### src/rtl/fir_out_buffer_if.sv
// Handshake bundle between the FIR output buffer and its neighbours.
// FIR_OBUF_OVFCNT_EN adds the ovfCnt dropped-sample counter output.
interface fir_out_buffer_if #(
  parameter int Nb    = 9,
  parameter int DEPTH = 8
);
  localparam int CW = $clog2(DEPTH) + 1;

  logic [Nb-1:0] din;
  logic          vin;
  logic          rdy;
  logic [Nb-1:0] dout;
  logic          vout;
  logic [CW-1:0] count;
  logic          full;
  logic          ovf;
`ifdef FIR_OBUF_OVFCNT_EN
  logic [7:0]    ovfCnt;
`endif

  modport slave (
    input  din, vin, rdy,
    output dout, vout, count, full,
`ifdef FIR_OBUF_OVFCNT_EN
    output ovf, ovfCnt
`else
    output ovf
`endif
  );

  modport master (
    output din, vin, rdy,
    input  dout, vout, count, full,
`ifdef FIR_OBUF_OVFCNT_EN
    input  ovf, ovfCnt
`else
    input  ovf
`endif
  );
endinterface

### src/rtl/fir_out_buffer.sv
// First-word-fall-through FIFO buffering FIR filter output samples.
// Optional macro FIR_OBUF_OVFCNT_EN adds a saturating 8-bit dropped-sample counter.
module fir_out_buffer #(
  parameter int Nb    = 9,
  parameter int DEPTH = 8
) (
  input  logic             clk_i,
  input  logic             rst_ni,
  fir_out_buffer_if.slave  bus
);
  localparam int AW = $clog2(DEPTH);
  localparam int CW = AW + 1;
  localparam logic [CW-1:0] FullCount = CW'(DEPTH);

  logic [Nb-1:0] mem_q [DEPTH];
  logic [AW-1:0] rdPtr_q, rdPtr_d;
  logic [AW-1:0] wrPtr_q, wrPtr_d;
  logic [CW-1:0] count_q, count_d;
  logic          ovf_q, ovf_d;
  logic          rdEn, wrEn, drop;

  // A full buffer still accepts a write when the head leaves in the same cycle.
  always_comb begin
    rdEn    = (count_q != '0) && bus.rdy;
    wrEn    = bus.vin && ((count_q != FullCount) || rdEn);
    drop    = bus.vin && !wrEn;
    rdPtr_d = rdPtr_q;
    wrPtr_d = wrPtr_q;
    count_d = count_q;
    ovf_d   = ovf_q | drop;
    if (rdEn) rdPtr_d = rdPtr_q + AW'(1);
    if (wrEn) wrPtr_d = wrPtr_q + AW'(1);
    case ({wrEn, rdEn})
      2'b10:   count_d = count_q + CW'(1);
      2'b01:   count_d = count_q - CW'(1);
      default: count_d = count_q;
    endcase
  end

  always_ff @(posedge clk_i or negedge rst_ni) begin
    if (!rst_ni) begin
      rdPtr_q <= '0;
      wrPtr_q <= '0;
      count_q <= '0;
      ovf_q   <= 1'b0;
    end else begin
      rdPtr_q <= rdPtr_d;
      wrPtr_q <= wrPtr_d;
      count_q <= count_d;
      ovf_q   <= ovf_d;
    end
  end

  // Storage needs no reset: only written entries are ever presented on dout.
  always_ff @(posedge clk_i) begin
    if (wrEn) mem_q[wrPtr_q] <= bus.din;
  end

`ifdef FIR_OBUF_OVFCNT_EN
  logic [7:0] ovfCnt_q, ovfCnt_d;

  always_comb begin
    ovfCnt_d = ovfCnt_q;
    if (drop && (ovfCnt_q != 8'hFF)) ovfCnt_d = ovfCnt_q + 8'd1;
  end

  always_ff @(posedge clk_i or negedge rst_ni) begin
    if (!rst_ni) ovfCnt_q <= '0;
    else         ovfCnt_q <= ovfCnt_d;
  end

  assign bus.ovfCnt = ovfCnt_q;
`endif

  // dout is forced to zero while empty so it is never X and clears with reset.
  assign bus.vout  = (count_q != '0);
  assign bus.dout  = bus.vout ? mem_q[rdPtr_q] : '0;
  assign bus.count = count_q;
  assign bus.full  = (count_q == FullCount);
  assign bus.ovf   = ovf_q;
endmodule
### src/flat_wrapper.sv
// flat-port wrapper written by rule: the top's interface ports become plain ports
module fir_out_buffer_flat 
#(
  parameter int Nb    = 9,
  parameter int DEPTH = 8
)
  (clk_i, rst_ni, bus_din, bus_vin, bus_rdy, bus_dout, bus_vout, bus_count, bus_full, bus_ovf);
  fir_out_buffer_if #(.Nb(Nb), .DEPTH(DEPTH)) bus_i ();
  input  logic clk_i;
  input  logic rst_ni;
  input wire logic [$bits(bus_i.din)-1:0] bus_din;
  input wire logic [$bits(bus_i.vin)-1:0] bus_vin;
  input wire logic [$bits(bus_i.rdy)-1:0] bus_rdy;
  output wire logic [$bits(bus_i.dout)-1:0] bus_dout;
  output wire logic [$bits(bus_i.vout)-1:0] bus_vout;
  output wire logic [$bits(bus_i.count)-1:0] bus_count;
  output wire logic [$bits(bus_i.full)-1:0] bus_full;
  output wire logic [$bits(bus_i.ovf)-1:0] bus_ovf;
  assign bus_i.din = bus_din;
  assign bus_i.vin = bus_vin;
  assign bus_i.rdy = bus_rdy;
  assign bus_dout = bus_i.dout;
  assign bus_vout = bus_i.vout;
  assign bus_count = bus_i.count;
  assign bus_full = bus_i.full;
  assign bus_ovf = bus_i.ovf;
  fir_out_buffer #(.Nb(Nb), .DEPTH(DEPTH)) u_core (.clk_i(clk_i), .rst_ni(rst_ni), .bus(bus_i));
endmodule
### config.mk
export PLATFORM = sky130hd
export DESIGN_NAME = fir_out_buffer_flat
export DESIGN_NICKNAME = d
export VERILOG_FILES = /design/src/rtl/fir_out_buffer_if.sv /design/src/rtl/fir_out_buffer.sv /design/src/flat_wrapper.sv
export SDC_FILE = /design/constraint.sdc
export NUM_CORES = 1
export LEC_CHECK = 0
export ABC_AREA = 1
export BUFFER_PORTS_ARGS = -buffer_cell sky130_fd_sc_hd__buf_4
export CAP_MARGIN = 20
export CORE_ASPECT_RATIO = 1.1
export CORE_MARGIN = 1.5
export CORE_UTILIZATION = 53
export DETAILED_ROUTE_END_ITERATION = 16
export PLACE_DENSITY = 0.75
export SKIP_CTS_REPAIR_TIMING = 1
export SYNTH_ARGS = -nofsm -noshare
export SYNTH_HDL_FRONTEND = slang
export SYNTH_SLANG_ARGS = --single-unit
### constraint.sdc
create_clock -name clk_i -period 1.8 [get_ports clk_i]
set_input_delay 0.27 -clock clk_i [delete_from_list [all_inputs] [get_ports clk_i]]
set_output_delay 0.27 -clock clk_i [all_outputs]
set_load 0.05 [all_outputs]
### Word level (Yosys, flattened, before mapping)

Memories as Yosys holds them, arrays and structs flattened.
Cells that the tools add are included.

* register bits: 11
* bits in writable memories: 72
* output and inout bits: 16
* logic and storage cells: 25
* memories: 1

* add/sub/neg operators: 4
* eq/ne operators: 4
* muxes and demuxes: 4
* bitwise gates (word level): 1
* reductions and logical operators: 7

Memories
* u_core.mem_q: depth 8, width 9, read ports 1, clocked after Yosys merged registers in 0, wr ports 1, RTL line fir_out_buffer.sv:15 `logic [Nb-1:0] mem_q [DEPTH];`

Operator list (count)
* two-way mux 9 bit: 1
* one-hot mux 4 bit (2 select lines): 1
* adder 3 x 1 -> 3 bit (second input constant): 2
* adder 4 x 1 -> 4 bit (second input constant): 1
* == test 4 bit (second input constant): 1
* inequality test 4 bit (second input constant): 1
* nonzero test 4 bit: 1
* subtractor 4 x 1 -> 4 bit (second input constant): 1
* logical AND 1 bit: 3
* == test 2 x 1 -> 1 bit (second input constant): 1
* == test 2 bit (second input constant): 1
* two-way mux 1 bit: 2
* nonzero test 2 bit: 1
* zero test 1 bit: 1
* logical OR 1 bit: 1
* OR 1 bit: 1

### Depth between registers and ports, before layout

* depth after elaboration: 7
* depth in mapped cells: 13
* mapped depth without buffers: 13

### Least setup slack after synthesis

OpenSTA, ideal clock, no wires.

* kind: reg-to-output
* start: register u_core.count_q[1], in the netlist u_core.bus.count[1]
* end: output bus_dout[0]
* data arrival time: 1.969 ns
* required time: 1.530 ns
* path slack: -0.439 ns
* cell stages (with the launch flop): 6
* path buffers: 1
* cells stage by stage: dfrtp_1 > nor2_2 > nand3_1 > buf_2 > nand2_1 > nor2_1

* word-level cells in the longest chain between the ends: 2

Ends and longest elaborated chain
* start: declaration: RTL line fir_out_buffer.sv:18 `logic [CW-1:0] count_q, count_d;`
* start signal: assignment: RTL line fir_out_buffer.sv:49 `count_q <= count_d;`
* nonzero test 4 bit: RTL line fir_out_buffer.sv:76 `assign bus.vout = (count_q != '0);`
* net bus_vout: RTL line flat_wrapper.sv:15 `output wire logic [$bits(bus_i.vout)-1:0] bus_vout;`
* two-way mux 9 bit: RTL line fir_out_buffer.sv:77 `assign bus.dout = bus.vout ? mem_q[rdPtr_q] : '0;`
* end: declaration: RTL line flat_wrapper.sv:14 `output wire logic [$bits(bus_i.dout)-1:0] bus_dout;`

The timed path passes the listed nets, and every way through them passes these cells.

### Worst setup path in the final report

* start: register u_core.rdPtr_q[0]
* end: output bus_dout[8]

* word-level cells in the longest chain between the ends: 2

Ends and longest elaborated chain
* start: declaration: RTL line fir_out_buffer.sv:16 `logic [AW-1:0] rdPtr_q, rdPtr_d;`
* start signal: assignment: RTL line fir_out_buffer.sv:47 `rdPtr_q <= rdPtr_d;`
* memory read (8 x 9 bit)
* two-way mux 9 bit: RTL line fir_out_buffer.sv:77

Every way passes these cells.

==> summary.txt <==
Cells and area
  – Diodes inserted: 0
  – Commonest non-fill, non-tap cells in the layout: edfxtp_1 (72), nor2_1 (48), buf_4 (44), nand2_1 (29), o21ai_1 (25)
  – Layout cell share with drive strength beyond 1: 0.3726
  – Commonest non-fill, non-tap cell in the layout: edfxtp_1
  – Area Overhead vs Synth: 28.77%
  – Finished Core Util: 0.7012
  – Final #Nets: 378

Power and ir drop
  – P_int: 5.063 mW
  – Final Power: 8.901 mW
  – Combinational power share: 0.557
  – Net Sw Frac: 0.4312
  – P_leak: 1.739 nW
  – Net switching power: 3.838 mW
  – Power density cells: 1948 nW/µm²
  – Maximum vdd ir drop: 1.518 mV
  – Clock share of power: 0.147
  – Seq pwr share: 0.296

GRT
  – Total gr overflow: 0
  – GRT Util Overall: 0.2181
  – Initial antenna violation count: 0
  – First-pass GRT wire length: 11.02 mm
  – Number of global-route vias before repair: 2252
  – Pin count of the biggest net entering global routing: 38

Routing
  – Wirelength per Cell: 17.47 µm
  – Initial DRT Pass Iterations: 4
  – Starting DRT DRC Count: 166
  – Final ANT Viol Nets: 0
  – Total Wirelength: 7.810 mm
  – DRC: 0
  – Via/cell ratio: 5.501
  – Vias: 2459

Clock tree
  – CTS Sinks: 83
  – TritonCTS buffer count: 9
  – H-tree levels: 3
  – CTS tree: yes
  – Clk pin slew, worst setup/hold paths: 80 ps
  – Worst-Skew Late Latency: 350 ps
  – Root Driver: clkbuf_8
  – Clk buf depth: 2

Worst setup path
  – CP most frequent cell: nor2_4
  – Slowest CP cell: dfrtp_2
  – Endpoint required time on the critical path: 1530 ps
  – Crit-path cells: buf_6 > clkbuf_16 > buf_4 > nor2_4 > o22ai_2 > nor2_2 > nor2_4 > buf_8
  – Crit-path max cell delay: 430 ps
  – Critical path launch point type: flip-flop
  – Worst EP arrival: 1790 ps
  – Crit-path max FO: 6
  – Crit path max-delay family: buffers and inverters
  – CP bufs+invs: 4
  – Critical path capture point type: output pin
  – Setup CP Type: flip-flop to output pin

Flow run
  – Max-Cap Viols: 0

Placed design
  – GPL Wtd Cong: 0.7676
  – Detailed Place HPWL: 4.805 mm
  – IO buf count: 28

Synthesis
  – Synthesized area per cell: 11.91 µm²
  – Syn Std Cell Area: 3548 µm²
  – Synthesized instance count: 298
  – Post-synth cell types: 28
  – #FFs+latches synth: 83
  – Main area contributors after synthesis: edfxtp_1 (61%), dfrtp_1 (7.8%), nor2_1 (7.6%)
  – Seq/Total Area, Yosys: 0.6869
  – Yosys warning total: 0
  – Post-synth top area share: 0.6093
  – Synth area leader: edfxtp_1
  – Post-Syn Nets: 316

Timing
  – Hold Fails Final Rpt: 0
  – Final setup fails: 10
  – Tmin final: 2065 ps
  – Slew Limit Fails: 0
  – Slew HR: 0.8526
  – Fmax: 484.3 MHz
  – Clock Skews: 10.78 ps
  – RSZ-0062 raised after global routing: yes
  – Tcrit/Tclk final: 1.147
  – Worst Max-Slew Pin Slew: 218.8 ps
  – Min setup slack post-route: -264.7 ps

Die
  – Core ar.: 6516 µm²
  – Rows: 31
  – Chip width: 81.02 µm
  – IO Pins: 29
  – Die Y: 88.82 µm
  – Die ar.: 7195 µm²
  – Initial core utilization: 0.5445

Outcome
  – Violated checks: negative setup slack
  – Status: complete, but fails checks

Hold path
  – Tightest Hold Check Type: primary input to flip-flop
-- worst paths after layout --
path                                     start                   to  slack (ps)  cells past startpoint
max                          u_core.rdPtr_q[0]          bus_dout[8]        -260                      8
min                                 bus_din[5]   u_core.mem_q[7][5]         160                      1
max reg2reg                u_core.bus.count[1]  u_core.bus.count[2]         -20                     11
min reg2reg                     u_core.bus.ovf       u_core.bus.ovf         480                      1
max in group asynchronous               rst_ni  u_core.bus.count[2]        1330                      2
min in group asynchronous               rst_ni  u_core.bus.count[3]         300                      2
-- Yosys cell counts --
cell and instances:
nor2_2 5, o21ai_0 19, a31o_2 1, buf_6 5, buf_8 1, or2_1 1, dfrtp_1 11, ha_1 5
inv_2 2, or2_4 1, o211ai_2 2, xor2_1 2, o211ai_1 7, buf_4 4, nand3_1 4, a21oi_1 1
nand4_2 1, inv_1 11, o22ai_1 9, o21ai_1 20, nand2_1 33, nor2_1 72, xnor2_1 3, a31oi_1 1
buf_2 3, inv_8 1, edfxtp_1 72, nand2_2 1
-- power by group through the flow --
| stage | logic [mW] | registers (mW) | clock network, mW |
|---|---|---|---|
| after global routing | 5.30 | 2.66 | 1.41 |
| after detailed placement | 4.10 | 2.65 | 0 |
| after floorplan | 2.83 | 2.83 | 0 |
| after CTS | 4.11 | 2.60 | 1.33 |
| final | 4.96 | 2.63 | 1.31 |
| after global placement | 4.02 | 2.63 | 0 |
-- flip-flops by register name, summed over array words and instances, names as in the netlist --
signal / cells
u_core.bus.count: 4
u_core.wrPtr_q: 3
u_core.mem_q: 72
u_core.bus.ovf: 1
u_core.rdPtr_q: 3
-- per-stage QoR --
| stage | TNS (ps) | hold slack (ps) | instances | setup WS, ps | instance area, µm² |
|---|---|---|---|---|---|
| 5_1_grt | -2757 | 143.6 | 447 | -309.1 | 4569 |
| 6_report | -1934 | 155.9 | 447 | -264.7 | 4569 |
| 3_5_place_dp | -25.28 | 120.6 | 420 | -25.28 | 4070 |
| 3_3_place_gp | 0 | 117.1 | 420 | 58.04 | 4070 |
| 2_1_floorplan | -191.4 | -25.59 | 298 | -132.3 | 3649 |
| 4_1_cts | -2543 | -260.3 | 436 | -302.7 | 4265 |
-- cells by family (layout without fill, tap and decap cells) --
kind of cell / after synthesis / count (layout) / synth area share
AO/OA/AOI/OAI: 60 / 60 / 0.09838
adder cells (fa/ha/maj): 5 / 5 / 0.01763
flip-flops: 83 / 83 / 0.6869
buffers and inverters: 27 / 94 / 0.04972
XOR/XNOR: 5 / 5 / 0.01234
AND/OR/NAND/NOR: 118 / 118 / 0.1351
-- metal layers --
layer,up-vias,routed length [µm],global-route usage
met2,53,4236,0.3811
met3,13,253,0.04124
met5,-,0,0
li1,1167,-,-
met1,1226,3171,0.2596
met4,0,148,0.1034
-- worst reg2reg max path: cells and delay by family, from the launching register on --
kind                     cells  cell delay [ps]
AO/OA/AOI/OAI                2              190
flip-flops                   1              430
buffers and inverters        1              110
adder cells (fa/ha/maj)      2              330
AND/OR/NAND/NOR              6              680
-- final cells by class --
type | instances | area [µm²]
inverter | 14 | 82.58
clock buffer | 11 | 141.4
timing repair buffer | 64 | 630.6
fill | 488 | 1947
sequential | 83 | 2445
tap | 82 | 102.6
clock inverter | 5 | 53.80
multi-input combinational | 188 | 1114
No activity file was read; power rests on OpenSTA's default activity.
